--- src/rtl/gmii_pkt_gen_8b.sv ---
// rtl/gmii_pkt_gen_8b.sv - paced GMII frame generator (SOP/preamble/SFD/payload/EOP/IPG)
// Optional CRC-32 FCS insertion when PKT_GEN_FCS_EN is defined.
module gmii_pkt_gen_8b #(
  parameter int MIN_IPG      = 12,
  parameter int PREAMBLE_LEN = 6
) (
  input  logic        xaui_clk,
  input  logic        reset,
  input  logic [1:0]  fmac_speed,
  input  logic        start,
  input  logic [10:0] pkt_len,
  input  logic [7:0]  pkt_num,
  input  logic [7:0]  ipg_len,
  input  logic [7:0]  seed,
  output logic [7:0]  data_out,
  output logic        ctrl_out,
  output logic        busy,
  output logic        pkt_done,
  output logic [7:0]  pkt_cnt
);
  typedef enum logic [2:0] {
    S_IDLE, S_SOP, S_PRE, S_SFD, S_PAY, S_FCS, S_EOP, S_IPG
  } state_e;

  state_e      state_q, state_d;
  logic [1:0]  speed_q;
  logic [10:0] len_q;
  logic [7:0]  num_q, ipg_q;
  logic [6:0]  pace_q, pace_d, pace_max;
  logic [10:0] cnt_q, cnt_d;
  logic [7:0]  pay_q, pay_d;
  logic        strobe, launch;
  logic [7:0]  data_q, data_d, pkt_cnt_q, pkt_cnt_d;
  logic        ctrl_q, ctrl_d, busy_q, busy_d, done_q, done_d;

  assign launch = (state_q == S_IDLE) && start;

  always_comb begin
    case (speed_q)
      2'b10:   pace_max = 7'd9;
      2'b11:   pace_max = 7'd99;
      default: pace_max = 7'd0;
    endcase
  end
  assign strobe = (pace_q == pace_max);

`ifdef PKT_GEN_FCS_EN
  logic [31:0] crc_q, crc_d, fcs;

  function automatic logic [31:0] crc_step(input logic [31:0] c, input logic [7:0] b);
    logic [31:0] r;
    r = c ^ {24'd0, b};
    for (int i = 0; i < 8; i++) r = r[0] ? ((r >> 1) ^ 32'hEDB8_8320) : (r >> 1);
    return r;
  endfunction

  // CRC folds in each payload byte as it leaves the output, so it is complete on FCS entry
  always_comb begin
    crc_d = crc_q;
    if (state_q == S_SOP) crc_d = 32'hFFFF_FFFF;
    else if (state_q == S_PAY && strobe) crc_d = crc_step(crc_q, pay_q);
  end
  assign fcs = ~crc_d;

  always_ff @(posedge xaui_clk or posedge reset) begin
    if (reset) crc_q <= 32'hFFFF_FFFF;
    else       crc_q <= crc_d;
  end

  localparam state_e PAY_NEXT = S_FCS;
`else
  localparam state_e PAY_NEXT = S_EOP;
`endif

  always_ff @(posedge xaui_clk or posedge reset) begin
    if (reset) state_q <= S_IDLE;
    else       state_q <= state_d;
  end

  always_comb begin
    state_d = state_q;
    if (state_q == S_IDLE) begin
      if (start) state_d = S_SOP;
    end else if (strobe) begin
      case (state_q)
        S_SOP: state_d = S_PRE;
        S_PRE: if (cnt_q == 11'(PREAMBLE_LEN - 1)) state_d = S_SFD;
        S_SFD: state_d = S_PAY;
        S_PAY: if (cnt_q == len_q - 11'd1) state_d = PAY_NEXT;
        S_FCS: if (cnt_q == 11'd3) state_d = S_EOP;
        S_EOP: state_d = S_IPG;
        S_IPG: if (cnt_q == {3'd0, ipg_q} - 11'd1)
                 state_d = (pkt_cnt_q < num_q) ? S_SOP : S_IDLE;
        default: state_d = S_IDLE;
      endcase
    end
  end

  always_comb begin
    pace_d = (state_q == S_IDLE || strobe) ? 7'd0 : pace_q + 7'd1;
    if (state_q == S_IDLE || state_d != state_q) cnt_d = 11'd0;
    else if (strobe)                             cnt_d = cnt_q + 11'd1;
    else                                         cnt_d = cnt_q;
    pay_d = pay_q;
    if (launch)                        pay_d = seed;
    else if (state_q == S_PAY && strobe) pay_d = pay_q + 8'd1;
  end

  always_ff @(posedge xaui_clk or posedge reset) begin
    if (reset) begin
      pace_q  <= 7'd0;
      cnt_q   <= 11'd0;
      pay_q   <= 8'd0;
      speed_q <= 2'd0;
      len_q   <= 11'd1;
      num_q   <= 8'd1;
      ipg_q   <= 8'(MIN_IPG);
    end else begin
      pace_q <= pace_d;
      cnt_q  <= cnt_d;
      pay_q  <= pay_d;
      if (launch) begin
        speed_q <= fmac_speed;
        len_q   <= (pkt_len == 11'd0) ? 11'd1 : pkt_len;
        num_q   <= (pkt_num == 8'd0) ? 8'd1 : pkt_num;
        ipg_q   <= (int'(ipg_len) < MIN_IPG) ? 8'(MIN_IPG) : ipg_len;
      end
    end
  end

  // Outputs decode the upcoming state so the byte lands in a register on the same edge
  always_comb begin
    data_d = 8'h07;
    ctrl_d = 1'b1;
    case (state_d)
      S_SOP: data_d = 8'hFB;
      S_PRE: begin data_d = 8'h55; ctrl_d = 1'b0; end
      S_SFD: begin data_d = 8'hD5; ctrl_d = 1'b0; end
      S_PAY: begin data_d = pay_d; ctrl_d = 1'b0; end
`ifdef PKT_GEN_FCS_EN
      S_FCS: begin data_d = fcs[{cnt_d[1:0], 3'b000} +: 8]; ctrl_d = 1'b0; end
`endif
      S_EOP: data_d = 8'hFD;
      default: ;
    endcase
    busy_d    = (state_d != S_IDLE);
    done_d    = (state_d == S_EOP) && (state_q != S_EOP);
    pkt_cnt_d = pkt_cnt_q;
    if (launch)                               pkt_cnt_d = 8'd0;
    else if (done_d && pkt_cnt_q != 8'hFF)    pkt_cnt_d = pkt_cnt_q + 8'd1;
  end

  always_ff @(posedge xaui_clk or posedge reset) begin
    if (reset) begin
      data_q    <= 8'h07;
      ctrl_q    <= 1'b1;
      busy_q    <= 1'b0;
      done_q    <= 1'b0;
      pkt_cnt_q <= 8'd0;
    end else begin
      data_q    <= data_d;
      ctrl_q    <= ctrl_d;
      busy_q    <= busy_d;
      done_q    <= done_d;
      pkt_cnt_q <= pkt_cnt_d;
    end
  end

  assign data_out = data_q;
  assign ctrl_out = ctrl_q;
  assign busy     = busy_q;
  assign pkt_done = done_q;
  assign pkt_cnt  = pkt_cnt_q;
endmodule

--- config.mk ---
export PLATFORM = sky130hd
export DESIGN_NAME = gmii_pkt_gen_8b
export DESIGN_NICKNAME = d
export VERILOG_FILES = /design/src/rtl/gmii_pkt_gen_8b.sv
export SDC_FILE = /design/constraint.sdc
export NUM_CORES = 1
export LEC_CHECK = 0
export ABC_AREA = 1
export BUFFER_PORTS_ARGS = -buffer_cell sky130_fd_sc_hd__buf_2
export CAP_MARGIN = 20
export CORE_UTILIZATION = 40
export CTS_CLUSTER_DIAMETER = 150
export DETAILED_ROUTE_END_ITERATION = 16
export PLACE_DENSITY_LB_ADDON = 0.25
export SYNTH_ARGS = -nofsm -noshare
export SYNTH_HDL_FRONTEND = slang
export SYNTH_SLANG_ARGS = --single-unit
--- constraint.sdc ---
create_clock -name xaui_clk -period 2.2 [get_ports xaui_clk]
set_clock_uncertainty 0.1 [all_clocks]
set_input_delay 0.33 -clock xaui_clk [delete_from_list [all_inputs] [get_ports xaui_clk]]
set_output_delay 0.33 -clock xaui_clk [all_outputs]
set_load 0.05 [all_outputs]
# Word-level counts from Yosys, hierarchy flattened
# Index checks and enable logic that the tools add are counted.
# classes
mul	0
eq_ne	22
n_shift	0
order_cmp	2
n_mux	22
n_reduce_logical	13
n_div	0
bitwise	0
n_addsub	6
# op_table
operator	n
$mux 8	6
$pmux 8 s5	1
$mux 11	3
$eq 11x11->1	2
$mux 3	7
$pmux 3 s7	1
$eq 3x3->1 const B	6
$add 8x1->8 const B	2
$pmux 7 s2	1
$eq 3x2->1 const B	4
$add 11x1->11 const B	1
$eq 11x2->1 const B	1
$eq 11x3->1 const B	1
$logic_not 11->1	1
$sub 11x1->11 const B	1
$sub 8x1->9 const B	1
$logic_not 8->1	1
$lt 8x4->1 const B	1
$lt 8x8->1	1
$ne 8x8->1 const B	1
$add 7x1->7 const B	1
$eq 7x7->1	1
$mux 7	1
$eq 3x1->1 const B	2
other kinds (10)	17
# word_totals
memories	0
reg_bits	77
latchBits	0
input_bits	40
ramBits	0
romBits	0

# Longest topological paths before layout
# Gate-level depths: netlist of run 1.
# logic_depth
word_depth	11
ltp_mapped	18

# Worst setup path after synthesis of run 1
# OpenSTA, ideal clock, no wires.
# synth_timing
path_kind	flip-flop to flip-flop
startpoint	register ipg_q[0]
endpoint	register pkt_cnt_q[4] (netlist: pkt_cnt[4])
path_stages_with_launch	18
arrival_ps	2049
slack_ps	-70
path_cell_list	dfrtp_1 > inv_1 > ha_1 > nand2_2 > nor2_2 > nand3_2 > nand3_1 > nand2_1 > nor2_1 > nand2_1 > nand2_2 > nand2_1 > nand2_2 > nand3_4 > nor2_2 > nand3_2 > nand3_1 > nand2_1
# synth_between
elab_chain_cells	10
# synth_lines
item	line	rtl
start, declared	28	logic [7:0] num_q, ipg_q;
start signal, assigned	117	ipg_q <= 8'(MIN_IPG);
start signal, assigned	126	ipg_q <= (int'(ipg_len) < MIN_IPG) ? 8'(MIN_IPG) : ipg_len;
$sub 8x1->9	92	S_IPG: if (cnt_q == {3'd0, ipg_q} - 11'd1)
$eq 11x11->1	92	
$mux 3	92	
$pmux 3 s7	85	case (state_q)
$mux 3	84	end else if (strobe) begin
$mux 3	82	if (state_q == S_IDLE) begin
$eq 3x3->1	147	done_d = (state_d == S_EOP) && (state_q != S_EOP);
$logic_and 1x1->1	147	
$logic_and 1x1->1	150	else if (done_d && pkt_cnt_q != 8'hFF) pkt_cnt_d = pkt_cnt_q + 8'd1;
$reduce_bool 2->1 (no line)	n/a	
end signal, assigned	165	pkt_cnt_q <= pkt_cnt_d;
end, declared	33	logic [7:0] data_q, data_d, pkt_cnt_q, pkt_cnt_d;
# Every way passes these cells.
# A chain may end at the register's enable or synchronous reset.

# Final worst setup path of run 1
# layout_timing
startpoint	register len_q[0]
endpoint	register pkt_cnt_q[5] (netlist: pkt_cnt[5])
# layout_between
elab_chain_cells	10
# layout_lines
item	line	rtl
start, declared	27	logic [10:0] len_q;
start signal, assigned	124	len_q <= (pkt_len == 11'd0) ? 11'd1 : pkt_len;
$sub 11x1->11	89	S_PAY: if (cnt_q == len_q - 11'd1) state_d = PAY_NEXT;
$eq 11x11->1	89	
$mux 3	89	
$pmux 3 s7	85	
$mux 3	84	
$mux 3	82	
$eq 3x3->1	147	
$logic_and 1x1->1	147	
$logic_and 1x1->1	150	
$reduce_bool 2->1 (no line)	n/a	
# Every way passes these cells.

==> results of run 1 <==
==> layout by cell type (no fill, tap or decap), types with 10 or more instances in the layout <==
cell,count
sky130_fd_sc_hd__o21ai_0,33
sky130_fd_sc_hd__inv_1,79
sky130_fd_sc_hd__nand3_1,46
sky130_fd_sc_hd__inv_2,10
sky130_fd_sc_hd__dfrtp_1,66
sky130_fd_sc_hd__nor2_2,16
sky130_fd_sc_hd__buf_4,72
sky130_fd_sc_hd__nand4_1,16
sky130_fd_sc_hd__nor2_1,59
sky130_fd_sc_hd__buf_2,58
sky130_fd_sc_hd__xor2_1,23
sky130_fd_sc_hd__ha_1,12
sky130_fd_sc_hd__nand2_1,171
sky130_fd_sc_hd__a21oi_1,11
==> per-stage QoR <==
step	total power [mW]	utilization [%]	setup slack [ns]	cell area (um2)
after floorplan	1.47	-	-0.0198	4710
after global placement	1.53	50.0	-0.188	5710
after detailed placement	1.53	50.0	-0.260	5710
after CTS	3.05	53.6	-0.197	6110
after global routing	3.11	54.4	-0.406	6210
final	3.02	54.4	-0.256	6210
==> critical path, stage by stage, from the launching register on <==
cell and delay, ns:
sky130_fd_sc_hd__dfstp_2 0.53, sky130_fd_sc_hd__inv_2 0.05, sky130_fd_sc_hd__ha_4 0.25, sky130_fd_sc_hd__xor2_1 0.14
sky130_fd_sc_hd__nand3_1 0.09, sky130_fd_sc_hd__nor2_1 0.10, sky130_fd_sc_hd__nand2_1 0.06, sky130_fd_sc_hd__nor2_1 0.09
sky130_fd_sc_hd__nand3_1 0.15, sky130_fd_sc_hd__nand3_2 0.13, sky130_fd_sc_hd__nand2_4 0.10, sky130_fd_sc_hd__nor3_4 0.35
sky130_fd_sc_hd__nand4_1 0.15, sky130_fd_sc_hd__nand2_1 0.09
==> layer usage <==
| layer | share of wire [%] | global-route usage [%] | up-vias |
|---|---|---|---|
| li1 | - | - | 2302 |
| met1 | 45 | 25.4 | 2148 |
| met2 | 50 | 39.0 | 70 |
| met3 | 2.6 | 3.70 | 19 |
| met4 | 2.2 | 8.55 | 0 |
| met5 | 0 | 0 | - |
==> power by group through the flow <==
stage | Sequential [mW] | Clock (mW) | Combinational [mW]
CTS | 1.42 | 1.54 | 0.0860
global placement | 1.44 | 0 | 0.0834
floorplan | 1.44 | 0 | 0.0255
global route | 1.42 | 1.60 | 0.0945
finish | 1.42 | 1.51 | 0.0833
detailed placement | 1.44 | 0 | 0.0851
==> area by class of cell <==
class / instances / area, um2
multi-input combinational: 456 / 2500
clock buffer: 11 / 243
clock inverter: 5 / 58.8
timing repair buffer: 136 / 932
fill: 1117 / 5210
sequential: 77 / 1940
inverter: 94 / 362
tap: 143 / 179
==> state kept, by name, summed over array words and instances (netlist names) <==
name	count
speed_q	2
len_q	11
data_out	8
pkt_cnt	8
pay_q	8
pkt_done	1
cnt_q	11
ipg_q	8
num_q	8
pace_q	7
busy	1
ctrl_out	1
state_q	3
==> logic make-up (layout without fill, tap and decap cells) <==
kind of cell | Yosys count | in the layout | share of synthesized area, %
DFF | 77 | 77 | 41.2
and+or+nand+nor | 356 | 356 | 34.3
AOI/OAI and AO/OA | 59 | 59 | 7.00
buffers and inverters | 105 | 246 | 8.71
adders and majority gates | 14 | 14 | 3.73
xor gates and xnor gates | 27 | 27 | 5.03
==> what timing repair did <==
action,CTS,global route
buffers inserted,3,4
hold buffers,1,0
gates resized for setup,22,18
endpoints found under the setup margin,29,31
hold endpoints to repair,11,0
pin swaps,6,10
==> how the worst max path moves through the flow <==
stage / slack (ns) / startpoint / endpoint
4_1_cts: -0.20 / len_q[0]$_DFFE_PP1P_ / cnt_q[2]$_DFFE_PP0P_
2_1_floorplan: -0.02 / ipg_q[0]$_DFFE_PP0P_ / pkt_cnt[4]$_DFFE_PP0P_
3_5_place_dp: -0.26 / ipg_q[0]$_DFFE_PP0P_ / data_out[6]$_DFF_PP0_
6_report: -0.26 / len_q[0]$_DFFE_PP1P_ / pkt_cnt[5]$_DFFE_PP0P_
5_1_grt: -0.41 / ipg_q[0]$_DFFE_PP0P_ / pkt_cnt[5]$_DFFE_PP0P_
3_3_place_gp: -0.19 / ipg_q[1]$_DFFE_PP0P_ / data_out[6]$_DFF_PP0_
==> results summary, run 1 <==
The run finished, with violations left. The checks that failed: negative setup slack. The worst hold path passes through 3 cells. The top cell type's share of synthesized area came out at 36.7%. The endpoint identified for the worst register-to-register timing path is pkt_cnt[5]$_DFFE_PP0P_. The startpoint identified for the worst register-to-register timing path is len_q[0]$_DFFE_PP1P_. The internal portion of the total power is ~2.4 mW. In this run, flip-flops and latches consume between 40 and 50% of the power. The finished layout holds ~920 standard cells, fillers aside. Across the run, the number of max-cap violations was 0. The class of the tightest hold or removal check is in2reg.

The count of endpoints failing hold in the final timing report is 0. After routing, the total negative slack on setup checks comes to -5.07 ns. The cell area after synthesis came out at between 4000 and 5000 um2. Of the cells placed in the final design, the portion with a size suffix greater than 1 is just under 30%. The sum of overflow across all layers after global routing came out at 0. The synthesized netlist contains 39 unique library cells. The number of core rows came out at 39. The final number of max-transition violations came out at 0. In the routed design, unresolved DRC markers number 0. The repair_antennas step left the layout with diodes totalling 0. The worst ir drop on vdd came out at 349 uV. The aggregate global-route resource usage came out at between 20% and 30%.

STA puts the critical path data required time at between 2 and 2.5 ns. The clock sink count is 77. The growth of design area from synthesis to finish is 32.2%.

For flop-to-flop paths, the worst setup slack is -0.26 ns. Timing would allow up to 407 MHz. Hold is met by between 0.08 and 0.09 ns. The die is between 100 and 150 um tall. The power per unit of standard cell area came out at roughly 500 nW/um2.

In this run the deepest clock path goes through 2 buffers. The final routed wirelength across all metal layers came out at 12000 um. The number of nets produced by synthesis came out at slightly below 700. The worst slew slack as a fraction of its limit is between 70% and 80%. For this design the total switching power over the nets is 653 uW. The number of H-tree branching levels is 3. The post-detailed-route count of antenna-violating nets is 0.

During synthesis, Yosys emitted a total of 0 warnings. The starting utilization of the core area is roughly two fifths. The most used standard cell by instance count after synthesis is sky130_fd_sc_hd__nand2_1. The critical path data arrival time came out at approximately 2.6 ns. The clock latency on the worst-skew pair came out at ~0.35 ns.

The number of flops mapped to enable cells by yosys is 0. The number of cells on the worst reg-to-reg path came out at 13. The tree is rooted in a sky130_fd_sc_hd__clkbuf_16. The die covers about 12000 um2.

The placeable core region is roughly 11000 um2. The clock tree from TritonCTS is done. The average instance area after synthesis came out at around 7.4 um2. The actual transition at the worst max-transition pin came out at between 0.4 and 0.5 ns. The first detailed-routing pass ran for 4 iterations. For this block, the via count after detailed routing is 4539. The relative contribution of the clock network to total power is between 50% and 60%. The number of global-route vias before repair is roughly 4500.

The fraction of the yosys area taken by sequential cells came out at between 40% and 50%. The share of flip-flops with an asynchronous set or reset is 100%. In the synthesized netlist the dominant register cell turns out to be sky130_fd_sc_hd__dfrtp_1. The largest total area in the synthesized netlist belongs to sky130_fd_sc_hd__dfrtp_1. The worst path setup slack after routing came out at -0.256 ns.

The proportion of total power due to net switching came out at between 20% and 30%. The setup violation total in the final timing report came out at 29. The biggest fanout along the worst timing path came out at 8. The cell count after synthesis came out at roughly 640. Counting tap cells, the placed design contains a total of between 800 and 900 instances. The kind of start point of the critical path is a flop. The die is approximately 110 um wide. The worst hold path terminates at speed_q[0]$_DFFE_PP0P_.

In this run the most critical hold path is launched from fmac_speed[0]. The static leakage is 3.17 nW. For this block, the initial DRC count from the detailed router was between 300 and 400. The critical path capture point type is a flop.

The number of antenna violations at the first check in global routing came out at 0. Sorting the synthesized cells by area gives the leading types as sky130_fd_sc_hd__dfrtp_1, sky130_fd_sc_hd__nand2_1, sky130_fd_sc_hd__inv_1. Routability-driven placement finished with a final weighted congestion of slightly below 0.9. The clock transition at the registers of the reported paths came out at ~0.06 ns. The first-pass GRT wire length is around 20000 um. By count the netlist is led by sky130_fd_sc_hd__nand2_1, sky130_fd_sc_hd__inv_1, sky130_fd_sc_hd__dfrtp_1. The final cycle utilization of the critical path is 112%. Setup repair after global routing could not meet its margin everywhere. The count of state elements after synthesis came out at 77. The critical path is of the reg2reg type. The number of nets in the layout is a little over 800. The average vias per placed instance came out at 4.92. The maximum number of pins on one net before global-route repair came out at 42. just under 60 I/O pins were placed. The combinational cell fraction of total power came out at roughly 2.8%. The count of input and output buffers came out at 58. The minimum clock period after layout is around 2.5 ns.

In the final routed layout, each cell accounts on average for approximately 13 um. The number of clock buffers added by TritonCTS is 9. The total half-perimeter wirelength after legalization and detailed placement came out at between 9000 and 10000 um.
Power figures use the tool's default switching activity.
==> run 2: changes to the inputs <==
--- a/config.mk
+++ b/config.mk
@@ -8,7 +8,9 @@
 export ABC_AREA = 1
 export BUFFER_PORTS_ARGS = -buffer_cell sky130_fd_sc_hd__buf_2
 export CAP_MARGIN = 20
-export CORE_UTILIZATION = 40
+export CELL_PAD_IN_SITES_DETAIL_PLACEMENT = 0
+export CELL_PAD_IN_SITES_GLOBAL_PLACEMENT = 2
+export CORE_UTILIZATION = 30
 export CTS_CLUSTER_DIAMETER = 150
 export DETAILED_ROUTE_END_ITERATION = 16
 export PLACE_DENSITY_LB_ADDON = 0.25
==> results summary, run 2 (synthesis results as in run 1) <==
The die extent in y came out at around 130 um. The total half-perimeter wirelength after legalization and detailed placement is around 9500 um. The count of input and output buffers is 58.

In the final layout, the registers with the most flip-flops are cnt_q (11), len_q (11). After the first detailed-routing iteration, the DRC count stood at roughly 140. The total die area came out at between 15000 and 20000 um2. The placeable core region came out at 15300 um2. The iteration count of the initial detailed-routing pass came out at 4. The static leakage came out at roughly 3.2 nW.

The run finished, with violations left. The average routed wire per standard cell is 12.6 um. The count of antenna diodes in the layout came out at 0. The final reports fail on negative setup slack. The max-capacitance violation count came out at 0. The combinational cell fraction of total power is under 10%. The number of nets in the layout came out at between 800 and 900. From left edge to right edge, the die measures roughly 130 um. The relative contribution of the clock network to total power came out at 50.0%.

Measured against its own limit, the worst slew margin works out to 67.7%. The library cell used most frequently in the layout, excluding fill and tap cells, is sky130_fd_sc_hd__nand2_1. The switching power came out at about 640 uW. The achievable frequency came out at roughly 430 MHz. The biggest fanout along the worst timing path is 8. Registers are responsible for 47.2% of the overall power.

The largest individual stage delay along the critical path comes from the cell sky130_fd_sc_hd__dfstp_2. The worst setup path is launched from a flop. The final number of max-transition violations came out at 0.

The cell at the root of the clock tree is sky130_fd_sc_hd__clkbuf_16. The sum of overflow across all layers after global routing came out at 0. The worst setup path is captured at a flop. The post-route cell area is 6490 um2. The critical path required time came out at roughly 2.3 ns. The number of cells in the finished layout apart from fillers came out at between 900 and 1000. The overall power came out at roughly 3.0 mW. The via count is ~4400. The number of H-tree branching levels came out at 3. For the pin with the worst max-slew slack, the measured transition is between 0.4 and 0.5 ns. In the final layout, the share of cells above drive strength 1 is about a third. The number of global-route vias before repair came out at 4523. The largest incremental delay on the critical path is 0.53 ns. The worst hold-check slack is between 0.09 and 0.1 ns. The number of buffers between clock root and the deepest sink came out at 2.

The starting utilization of the core area came out at a little under a third. The number of cells on the worst reg-to-reg path is 14. Routability-driven placement finished with a final weighted congestion of 0.824. Entering global routing, the biggest net connects 43 pins. Of the total power, the share spent switching nets is 21.4%.

The internal power summed over all cells is between 2 and 2.5 mW. The first-pass GRT wire length came out at 20800 um. The number of remaining DRC errors is 0. From synthesis to final layout, the design area changed by 38.0%. The worst ir drop on vdd is between 300 and 400 uV. The average vias per placed instance came out at 4.47. The number of filler cells placed in the layout came out at ~1600.

The number of antenna violations at the first check in global routing came out at 0. The number of buffers created by CTS came out at 9. The worst path setup slack after routing came out at -0.151 ns. The clock drives a little under 80 sinks. The cell area after placement came out at about 6000 um2. The setup violation total in the final timing report is 27. The count of endpoints failing hold in the final timing report was 0. For this design the top-level I/O count stands at just under 60.

For this design the ratio of total power to cell area is roughly 460 nW/um2. Summed over all layers, the routed wires come to approximately 13000 um. The cell count of the worst hold path came out at 3. The aggregate global-route resource usage is about 16%. The critical path data arrival time came out at around 2.5 ns. The min-delay analysis places its worst path in the category in2reg. The utilization of the core after routing came out at a little over two fifths. The worst slack after detailed placement is -0.340 ns. The clock tree from TritonCTS is done. Walking the worst path, the cells encountered are inv_2 > ha_4 > xor2_1 > nand3_1 > nor2_1 > nand2_1 > nor2_1 > nand3_1 > nand3_2 > nand2_4 > nor2_4 > nand3_4 > nand3_2 > nand2_1.

Setup repair after global routing could not meet its margin everywhere. The total negative slack for setup checks came out at -2.93 ns. In the layout the commonest cells are sky130_fd_sc_hd__nand2_1, sky130_fd_sc_hd__inv_1, sky130_fd_sc_hd__buf_4, sky130_fd_sc_hd__dfrtp_1, sky130_fd_sc_hd__nor2_1.

The final cycle utilization of the critical path came out at 107%. The clock transition at the registers of the reported paths is roughly 0.060 ns. The count of nets left with antenna violations once routing finished came out at 0. The floorplan has 45 rows.

The minimum clock period after layout is roughly 2.4 ns. The critical path class is reg2reg. The clock latency on the worst-skew pair came out at 0.34 ns. The cell count after placement came out at a little under 1000.
==> run 2: cell types whose count changed in the layout (fill, tap and decap cells not counted), sizes merged <==
cell,previous run,this run
buf,135,140
inv,92,91
clkinv,3,4
clkinvlp,3,2
clkbuf,11,13
==> run 2: power by group through the flow <==
stage               combinational, mW  clock (mW)  sequential, mW
CTS                            0.0873        1.56            1.42
global placement               0.0838           0            1.44
floorplan                      0.0255           0            1.44
global route                   0.0945        1.62            1.42
finish                         0.0827        1.50            1.42
detailed placement             0.0857           0            1.44
==> run 2: routing by layer <==
| metal | up-vias | share of wire (%) | routed length [um] | GRT usage (%) |
|---|---|---|---|---|
| li1 | 2317 | - | - | - |
| met2 | 50 | 48 | 6050 | 28.5 |
| met1 | 2071 | 48 | 6080 | 20.7 |
| met3 | 11 | 2.1 | 263 | 2.76 |
| met5 | - | 0 | 0 | 0 |
| met4 | 0 | 1.3 | 162 | 6.09 |
==> run 2: cell type report <==
| cell class | instances | area (um2) | area share, % |
|---|---|---|---|
| Clock buffer | 12 | 246 | 3.80 |
| Sequential cell | 77 | 1940 | 29.9 |
| Inverter | 94 | 362 | 5.57 |
| Multi-Input combinational cell | 456 | 2620 | 40.3 |
| Tap cell | 211 | 264 | 4.07 |
| Timing Repair Buffer | 142 | 1010 | 15.6 |
| Clock inverter | 4 | 47.5 | 0.733 |
==> run 2: final timing paths <==
path                                            from                endpoint  slack [ns]
worst max register to register  len_q[0]$_DFFE_PP1P_  pkt_cnt[1]$_DFFE_PP0P_       -0.15
max in group asynchronous                      reset    ipg_q[3]$_DFFE_PP1P_        0.95
min in group asynchronous                      reset    num_q[2]$_DFFE_PP0P_        0.38
worst min register to register  num_q[3]$_DFFE_PP0P_    num_q[3]$_DFFE_PP0P_        0.39
worst min-delay path                   fmac_speed[0]  speed_q[0]$_DFFE_PP0P_        0.09
worst max-delay path            len_q[0]$_DFFE_PP1P_  pkt_cnt[1]$_DFFE_PP0P_       -0.15
==> run 2: critical path, delay by kind of cell, from the launching register on <==
kind / cells / cell delay, ns
xor gates and xnor gates: 1 / 0.12
adders and majority gates: 1 / 0.25
buffers and inverters: 1 / 0.05
DFF: 1 / 0.53
and+or+nand+nor: 11 / 1.19
==> run 2: timing repair <==
action / CTS / global route
hold buffers: 1 / 0
pin swaps: 22 / 30
buffers inserted: 3 / 1
gates resized for setup: 29 / 45
cloned: 0 / 1
endpoints found under the hold margin: 7 / 0
setup endpoints to repair: 30 / 31
